File: src/rtl/izh_array.sv
// Time-multiplexed Izhikevich neuron array: one shared datapath updates one neuron per cycle.
// Sweep takes NUM_NEURONS cycles; define IZH_REFRACTORY_EN to add per-neuron refractory counters.
module izh_array #(
  parameter int NUM_NEURONS  = 8,
  parameter int WIDTH        = 16,
  parameter int FRAC         = 7,
  parameter int C_V2         = 5,
  parameter int C_V1         = 640,
  parameter int C_0          = 17920,
  parameter int A            = 3,
  parameter int B            = 26,
  parameter int C            = -8320,
  parameter int D            = 1024,
  parameter int THRESH       = 3840,
  parameter int V_INIT       = -8320,
  parameter int U_INIT       = -1664,
  parameter int REFRAC_STEPS = 2,
  localparam int IDXW        = $clog2(NUM_NEURONS)
) (
  input  logic             clk,
  input  logic             reset_n,
  input  logic             start,
  output logic             busy,
  output logic             done,
  output logic [IDXW-1:0]  cur_idx,
  input  logic [WIDTH-1:0] cur_in,
  output logic             spike_valid,
  output logic [IDXW-1:0]  spike_idx,
  input  logic [IDXW-1:0]  rd_idx,
  output logic [WIDTH-1:0] rd_v
);

  // Wide enough that coeff*v*v never overflows before the shift.
  localparam int EW = 2*WIDTH + 40;

  localparam logic signed [EW-1:0] K_V2 = EW'(C_V2);
  localparam logic signed [EW-1:0] K_V1 = EW'(C_V1);
  localparam logic signed [EW-1:0] K_0  = EW'(C_0);
  localparam logic signed [EW-1:0] K_A  = EW'(A);
  localparam logic signed [EW-1:0] K_B  = EW'(B);
  localparam logic signed [EW-1:0] K_D  = EW'(D);
  localparam logic signed [EW-1:0] K_TH = EW'(THRESH);
  localparam logic signed [EW-1:0] SMAX = {{(EW-WIDTH+1){1'b0}}, {(WIDTH-1){1'b1}}};
  localparam logic signed [EW-1:0] SMIN = {{(EW-WIDTH+1){1'b1}}, {(WIDTH-1){1'b0}}};
  localparam logic [WIDTH-1:0]     C_W  = C[WIDTH-1:0];
  localparam logic [WIDTH-1:0]     V_W  = V_INIT[WIDTH-1:0];
  localparam logic [WIDTH-1:0]     U_W  = U_INIT[WIDTH-1:0];

  typedef enum logic {S_IDLE, S_SWEEP} state_t;

  function automatic logic [WIDTH-1:0] sat(input logic signed [EW-1:0] x);
    if (x > SMAX)      return SMAX[WIDTH-1:0];
    else if (x < SMIN) return SMIN[WIDTH-1:0];
    else               return x[WIDTH-1:0];
  endfunction

  state_t            state_q, state_d;
  logic [IDXW-1:0]   idx_q, idx_d;
  logic              done_q, done_d;
  logic              spk_vld_q;
  logic [IDXW-1:0]   spk_idx_q;
  logic [WIDTH-1:0]  rd_v_q;
  logic              upd;

  logic [WIDTH-1:0]  v_q [NUM_NEURONS];
  logic [WIDTH-1:0]  u_q [NUM_NEURONS];

  logic [WIDTH-1:0]      v_old, u_old, v_new, u_new;
  logic signed [EW-1:0]  vx, ux, ix, b_term, v_int, u_int, u_spk;
  logic                  fire, fire_eff;

`ifdef IZH_REFRACTORY_EN
  localparam int RW = $clog2(REFRAC_STEPS + 2);
  logic [RW-1:0] ref_q [NUM_NEURONS];
  logic [RW-1:0] ref_new;
`endif

  always_comb begin
    v_old  = v_q[idx_q];
    u_old  = u_q[idx_q];
    vx     = {{(EW-WIDTH){v_old[WIDTH-1]}}, v_old};
    ux     = {{(EW-WIDTH){u_old[WIDTH-1]}}, u_old};
    ix     = {{(EW-WIDTH){cur_in[WIDTH-1]}}, cur_in};
    b_term = ((K_B * vx) >>> FRAC) - ux;
    v_int  = vx + ((K_V2 * vx * vx) >>> (2*FRAC)) + ((K_V1 * vx) >>> FRAC) + K_0 - ux + ix;
    u_int  = ux + ((K_A * b_term) >>> FRAC);
    u_spk  = ux + K_D;
    fire   = (vx >= K_TH);
  end

  always_comb begin
    v_new    = sat(v_int);
    u_new    = sat(u_int);
    fire_eff = fire;
`ifdef IZH_REFRACTORY_EN
    ref_new  = ref_q[idx_q];
    // A refractory neuron ignores its input and cannot fire until the count expires.
    if (ref_q[idx_q] != '0) begin
      v_new    = C_W;
      u_new    = u_old;
      fire_eff = 1'b0;
      ref_new  = ref_q[idx_q] - 1'b1;
    end else if (fire) begin
      v_new    = C_W;
      u_new    = sat(u_spk);
      ref_new  = RW'(REFRAC_STEPS);
    end
`else
    if (fire) begin
      v_new = C_W;
      u_new = sat(u_spk);
    end
`endif
  end

  always_comb begin
    state_d = state_q;
    idx_d   = idx_q;
    done_d  = 1'b0;
    upd     = 1'b0;
    case (state_q)
      S_IDLE: begin
        if (start) begin
          state_d = S_SWEEP;
          idx_d   = '0;
        end
      end
      S_SWEEP: begin
        upd = 1'b1;
        if (idx_q == IDXW'(NUM_NEURONS-1)) begin
          state_d = S_IDLE;
          idx_d   = '0;
          done_d  = 1'b1;
        end else begin
          idx_d = idx_q + 1'b1;
        end
      end
      default: state_d = S_IDLE;
    endcase
  end

  always_ff @(posedge clk or negedge reset_n) begin
    if (!reset_n) begin
      state_q   <= S_IDLE;
      idx_q     <= '0;
      done_q    <= 1'b0;
      spk_vld_q <= 1'b0;
      spk_idx_q <= '0;
      rd_v_q    <= '0;
    end else begin
      state_q   <= state_d;
      idx_q     <= idx_d;
      done_q    <= done_d;
      spk_vld_q <= upd && fire_eff;
      if (upd && fire_eff) spk_idx_q <= idx_q;
      // Forward the value being written so a read of that neuron is never stale.
      rd_v_q    <= (upd && rd_idx == idx_q) ? v_new : v_q[rd_idx];
    end
  end

  always_ff @(posedge clk or negedge reset_n) begin
    if (!reset_n) begin
      for (int k = 0; k < NUM_NEURONS; k++) begin
        v_q[k] <= V_W;
        u_q[k] <= U_W;
`ifdef IZH_REFRACTORY_EN
        ref_q[k] <= '0;
`endif
      end
    end else if (upd) begin
      v_q[idx_q] <= v_new;
      u_q[idx_q] <= u_new;
`ifdef IZH_REFRACTORY_EN
      ref_q[idx_q] <= ref_new;
`endif
    end
  end

  assign busy        = (state_q == S_SWEEP);
  assign done        = done_q;
  assign cur_idx     = idx_q;
  assign spike_valid = spk_vld_q;
  assign spike_idx   = spk_idx_q;
  assign rd_v        = rd_v_q;

endmodule

File: config.mk
export PLATFORM = sky130hd
export DESIGN_NAME = izh_array
export DESIGN_NICKNAME = d
export VERILOG_FILES = /design/src/rtl/izh_array.sv
export SDC_FILE = /design/constraint.sdc
export NUM_CORES = 2
export LEC_CHECK = 0
export ABC_AREA = 0
export CORE_MARGIN = 5
export CORE_UTILIZATION = 55
export CTS_CLUSTER_DIAMETER = 100
export DETAILED_ROUTE_END_ITERATION = 10
export HOLD_SLACK_MARGIN = 0.05
export PLACE_DENSITY = 0.68
export SYNTH_ARGS = -nofsm -noshare
export SYNTH_HDL_FRONTEND = slang
export SYNTH_SLANG_ARGS = --single-unit
export TNS_END_PERCENT = 50
File: constraint.sdc
create_clock -name clk -period 18.8 [get_ports clk]
set_input_delay 2.82 -clock clk [delete_from_list [all_inputs] [get_ports clk]]
set_output_delay 2.82 -clock clk [all_outputs]
set_load 0.02 [all_outputs]
[Yosys cells after proc, flatten, opt, wreduce, memory -nomap -nowiden]
Index checks and enable logic that the tools add are counted.
Cells by class
  add/sub/neg operators: 9
  reduce and logical (&&, ||, !) cells: 3
  bitwise gates (word level): 3
  $mul: 5
  eq/ne operators: 3
  muxes and demuxes: 31
  $lt $le $gt $ge: 10
Operators with widths (count)
  $bwmux 128: 2
  $mux 16: 16
  $bmux 16 s3: 3
  $demux 16 s3: 1
  $mul 4x16->20 const A: 2
  $mul 20x16->36: 1
  $gt 17x16->1 const B: 2
  $lt 17x16->1 const B: 2
  $add 26x16->27: 1
  $gt 27x16->1 const B: 1
  $lt 27x16->1 const B: 1
  $sub 25x16->26: 1
  $add 24x16->25 const B: 1
  $add 23x20->24: 1
  $add 16x22->23: 1
  $mul 5x16->21 const A: 1
  $mul 3x17->20 const A: 1
  $add 16x12->17 const B: 1
  $add 16x13->17: 1
  $sub 15x16->17: 1
  $ge 16x13->1 const B: 1
  $ge 4x4->1 const B: 2
  $not 3->4: 2
  $mux 3: 2
  10 further kinds: 16
Storage, ports and cells
  output and inout bits: 25
  input bits: 22
  logic and storage cells: 86
  register bits after elaboration: 281

[Longest topological paths before layout]
  depth in word-level cells: 16
  mapped depth: 69

[Worst setup path before layout]
OpenSTA, ideal clock, no wires.
  path kind: reg-to-reg
  from: reg idx_q[1] (netlist: cur_idx[1])
  to: reg rd_v_q[10] (netlist: rd_v[10])
  stages on the path, launching flop included: 65
  setup time: 136 ps
  required time: 18664 ps
  slack: 2501 ps
  path buffers: 8
  arrival time: 16163 ps
  cells stage by stage: dfrtp_1 buf_2 buf_1 buf_2 buf_1 mux4_2 mux2i_1 inv_1 clkbuf_1 ha_1 ha_1 inv_1 fa_1 nor2b_1 o21ai_0 a21boi_0 o21ai_0 a21boi_1 (+29 left out) ha_1 inv_1 fa_1 fa_1 fa_1 inv_1 ha_1 clkbuf_1 nand2_1 o21ai_0 nor3_1 o31ai_1 o21ai_2 mux2i_1 nor4b_4 a21oi_4 a311oi_4 o21ai_0
On the way
  cells in the longest elaborated chain, start to end: 16
Ends and longest elaborated chain
  from (decl): RTL line 58  | logic [IDXW-1:0] idx_q, idx_d;
  from (signal assigned): RTL line 152  | idx_q <= idx_d;
  $not 3->4 (not written as such): RTL line 79, 80
  $bmux 16 s3: RTL line 79  | v_old = v_q[idx_q];
  $mux 16 (not written as such) (2 in a row): RTL line 79
  $mul 4x16->20: RTL line 85  | v_int = vx + ((K_V2 * vx * vx) >>> (2*FRAC)) + ((K_V1 * vx) >>> FRAC) + K_0 - ux + ix;
  $mul 20x16->36: RTL line 85
  $add 16x22->23: RTL line 85
  $add 23x20->24: RTL line 85
  $add 24x16->25: RTL line 85
  $sub 25x16->26: RTL line 85
  $add 26x16->27: RTL line 85
  $lt 27x16->1: RTL line 53  | else if (x < SMIN) return SMIN[WIDTH-1:0];
  $mux 16: RTL line 53
  $mux 16: RTL line 52  | if (x > SMAX) return SMAX[WIDTH-1:0];
  $mux 16: RTL line 109  | if (fire) begin
  $mux 16 (*): RTL line 157  | rd_v_q <= (upd && rd_idx == idx_q) ? v_new : v_q[rd_idx];
  to (signal assigned): RTL line 157
  to (decl): RTL line 62  | logic [WIDTH-1:0] rd_v_q;
Every way passes the cells marked *; elsewhere a longest branch is shown, timed or not. The select of a mux whose other input is x is not followed.
A chain may end at the register's enable or synchronous reset.

[Worst setup path after layout]
  from: reg idx_q[0] (netlist: cur_idx[0])
  to: reg v_q[104] (netlist bit)
On the way
  cells in the longest elaborated chain, start to end: 16
Ends and longest elaborated chain
  $not 3->4 (not written as such) (*): RTL line 79, 80, 171
  $bmux 16 s3: RTL line 79
  $mux 16 (not written as such) (2 in a row): RTL line 79
  $mul 4x16->20: RTL line 85
  $mul 20x16->36: RTL line 85
  $add 16x22->23: RTL line 85
  $add 23x20->24: RTL line 85
  $add 24x16->25: RTL line 85
  $sub 25x16->26: RTL line 85
  $add 26x16->27: RTL line 85
  $lt 27x16->1: RTL line 53
  $mux 16: RTL line 53
  $mux 16: RTL line 52
  $mux 16: RTL line 109
  $bwmux 128 (*): RTL line 171  | v_q[idx_q] <= v_new;
  to (signal, indexed assignment): RTL line 171
  to (decl): RTL line 65  | logic [WIDTH-1:0] v_q [NUM_NEURONS];
Marked as above.

==> impl_metrics.py <==
metrics = {
    "sta": {
        "fin_hold_ws_ps": 472,
        "setup_viol": 0,
        "max-slew-margin-rel": 0.190,
        "rsz0062_at_grt": "false",
        "final.min_clock_period_ps": 17420,
        "period_share": 0.927,
        "drv_slew": 0,
        "tns_ps": 0,
        "hold_viol": 0,
        "worst_pin_slew_ps": 1210,
        "max_freq_mhz": 57.4,
        "finClkSkew_ps": 22.1,
    },
    "routing": {
        "drtIter0Drc": 1933,
        "drt-pass1-iter-count": 5,
        "routed_via_density": 5.76,
        "vias": 25500,
        "drc": 0,
        "wl_um": 88400,
        "wl_per_cell_um": 19.9,
        "ant_nets": 0,
    },
    "clock_tree": {
        "cts.repair.resized": 0,
        "cts-buffers-inserted": 27,
        "htreeDepth": 1,
        "worstSkewPairLatency_ps": 560,
        "clkTransAtPathRegs_ps": 70,
        "clkSinkCount": 281,
        "cts-root-buf": "clkbuf_16",
        "post-cts-setup-buffers": 0,
        "cts_tree": "done",
        "cts.path.max_buffers": 3,
        "hold_buffers": 0,
    },
    "run": {
        "maxCapViolations": 0,
    },
    "synth": {
        "synth_warnings": 0,
        "synthAdderAreaFrac": 0.357,
        "synth-edff-count": 0,
        "syn_inst": 3586,
        "syn_area_um2": 34200,
        "syn_area_per_cell_um2": 9.52,
        "synth_top_area_frac": 0.240,
        "synth_xor_area_frac": 0.0315,
        "async_flop_share": 1.00,
        "muxShareOfSynthArea": 0.0823,
        "yosys.area.top_type": "fa_1",
        "synth_area_leaders": "fa_1 24%, dfrtp_1 12%, ha_1 12%, dfstp_2 9.2%, inv_1 6.8%",
        "syn_nets": 4334,
        "synth_seq_area_share": 0.210,
        "synthSimpleGateAreaFrac": 0.117,
        "ys_types": 87,
        "synth_flop_cell": "dfrtp_1",
        "synth-seq-cells": 281,
        "synth_top_family_by_area": "adder cells",
        "synth_compound_area_frac": 0.117,
    },
    "worst_hold_path": {
        "worstHoldStart": "u_q[77]",
        "min_to": "u_q[77]",
        "whs_path_depth": 2,
        "hold_class": "flip-flop to flip-flop",
    },
    "critical_path": {
        "worstPathArrival_ps": 17860,
        "regToRegEndpoint": "v_q[104]",
        "cp-start-kind": "flip-flop",
        "crit_path_max_incr_delay_ps": 730,
        "cpMaxStageDelayCell": "fa_1",
        "crit_type": "flip-flop to flip-flop",
        "rr_worst_depth": 57,
        "cp.required_ps": 19230,
        "reg2reg_slack_ps": 1380,
        "r2r_start": "cur_idx[0]",
        "end_kind": "flip-flop",
        "crit_top_cell": "fa_1",
        "crit_fanout": 21,
    },
    "die": {
        "die_area_um2": 67200,
        "initial_core_util": 0.555,
        "core_um2": 61600,
        "ios": 47,
        "rows": 91,
        "die_w_um": 259,
        "die_y_um": 259,
    },
    "global_routing": {
        "grt_util_all_layers": 0.264,
        "grt_pass1_vias": 25900,
        "grt_max_degree": 175,
        "grt_overflow": 0,
        "antenna_found_initial": 0,
        "grt_pass1_wl_um": 141000,
    },
    "finish": {
        "area_delta_synth_final_pct": 7.22,
        "fillers": 5367,
        "nets": 4328,
        "drive_above_1_share": 0.122,
    },
    "placed_design": {
        "io_buffers": 46,
        "gp_congestion": 0.907,
        "dp_hpwl_um": 67000,
    },
    "outcome": {
        "outcome": "completed",
    },
}
[area by class of cell]
| class | instances | area, um^2 | share of cell area |
|---|---|---|---|
| clock inverters | 9 | 124 | 0.00338 |
| flip-flops and latches | 281 | 7190 | 0.196 |
| inverters | 619 | 2320 | 0.0634 |
| clock buffers | 39 | 822 | 0.0224 |
| repair buffers | 110 | 953 | 0.0260 |
| well taps | 837 | 1050 | 0.0286 |
| multi-input cells | 2541 | 24200 | 0.660 |
| diodes | 1 | 2.50 | 0.0000683 |
[synth_stat cells (18+ instances only)]
cell / n
mux2_2: 28
o22ai_1: 18
inv_1: 616
a21o_1: 22
fa_1: 409
xnor2_1: 91
xor2_1: 30
mux2i_1: 31
o21a_1: 26
or2_2: 18
mux4_2: 96
nor2b_1: 34
o21ai_0: 254
and3_1: 19
clkbuf_1: 113
nor3_1: 43
nand2b_1: 28
nand3_1: 40
a21oi_1: 89
dfstp_2: 120
ha_1: 317
dfrtp_1: 161
nand2_1: 396
nor2_1: 279
a221oi_1: 59
[cells by family after synthesis]
| family | Yosys count |
|---|---|
| AOI/OAI and AO/OA | 617 |
| xor gates and xnor gates | 122 |
| adders and majority gates | 729 |
| buffers and inverters | 764 |
| DFF | 281 |
| muxes | 156 |
| and+or+nand+nor | 917 |
[stage by stage]
| stage | util | setup slack (ps) | area, um^2 | instances |
|---|---|---|---|---|
| CTS | 0.595 | 1450 | 36600 | 4436 |
| detailed placement | 0.579 | 1500 | 35700 | 4388 |
| floorplan | - | 2500 | 34200 | 3586 |
| global placement | 0.579 | 1890 | 35700 | 4388 |
| global route | 0.595 | 289 | 36600 | 4436 |
| finish | 0.595 | 1380 | 36600 | 4437 |
[layer usage]
layer / up-vias / wire length (um) / global-route usage
li1: 11800 / - / -
met1: 12800 / 37900 / 0.370
met2: 818 / 41600 / 0.434
met3: 157 / 5740 / 0.0403
met4: 0 / 3140 / 0.0747
met5: - / 0 / 0
[worst max-delay path by stage]
| stage | start | endpoint |
|---|---|---|
| global route | cur_idx[0] | v_q[72] |
| finish | cur_idx[0] | v_q[104] |
| global placement | cur_idx[0] | v_q[56] |
| floorplan | cur_idx[1] | rd_v[10] |
| CTS | cur_idx[0] | v_q[104] |
| detailed placement | cur_idx[0] | v_q[56] |
[cells in the final DEF, fill, tap and decap left out, types with 9 or more instances in the layout]
cell type / netlist / final
a211oi_1: 14 / 14
a21o_1: 22 / 22
a21oi_1: 89 / 89
a21oi_2: 10 / 10
a221oi_1: 59 / 59
a31oi_1: 11 / 11
and2_1: 17 / 17
and3_1: 19 / 19
buf_4: 2 / 63
clkbuf_16: 0 / 28
clkdlybuf4s50_1: 0 / 44
dfrtp_1: 161 / 158
dfstp_2: 120 / 120
fa_1: 409 / 409
ha_1: 317 / 317
inv_1: 616 / 616
mux2_2: 28 / 28
mux2i_1: 31 / 22
mux4_2: 96 / 96
nand2_1: 396 / 396
nand2b_1: 28 / 28
nand3_1: 40 / 37
nand4_1: 11 / 11
nor2_1: 279 / 279
nor2b_1: 34 / 34
nor3_1: 43 / 41
o211ai_1: 9 / 9
o21a_1: 26 / 26
o21ai_0: 254 / 254
o21ai_2: 9 / 9
o21bai_1: 11 / 11
o22ai_1: 18 / 18
o31ai_1: 16 / 16
or2_2: 18 / 18
or3_1: 11 / 11
xnor2_1: 91 / 91
xor2_1: 30 / 30
[worst max-delay path: cells and delay by family (launching register included)]
kind	cells	cell delay [ps]
xor+xnor	1	150
simple gates	10	2310
compound gates	17	4750
mux	3	1020
buf+inv	10	1250
flops	1	720
fa+ha+maj	16	7080
[registers in the layout, indices dropped and copies added, names as in the netlist]
register,count
done,1
cur_idx,3
rd_v,16
spike_valid,1
busy,1
v_q,128
spike_idx,3
u_q,128
Power is not shown: default switching activity piles up to over one toggle a cycle in this logic, so the estimate is an artifact.
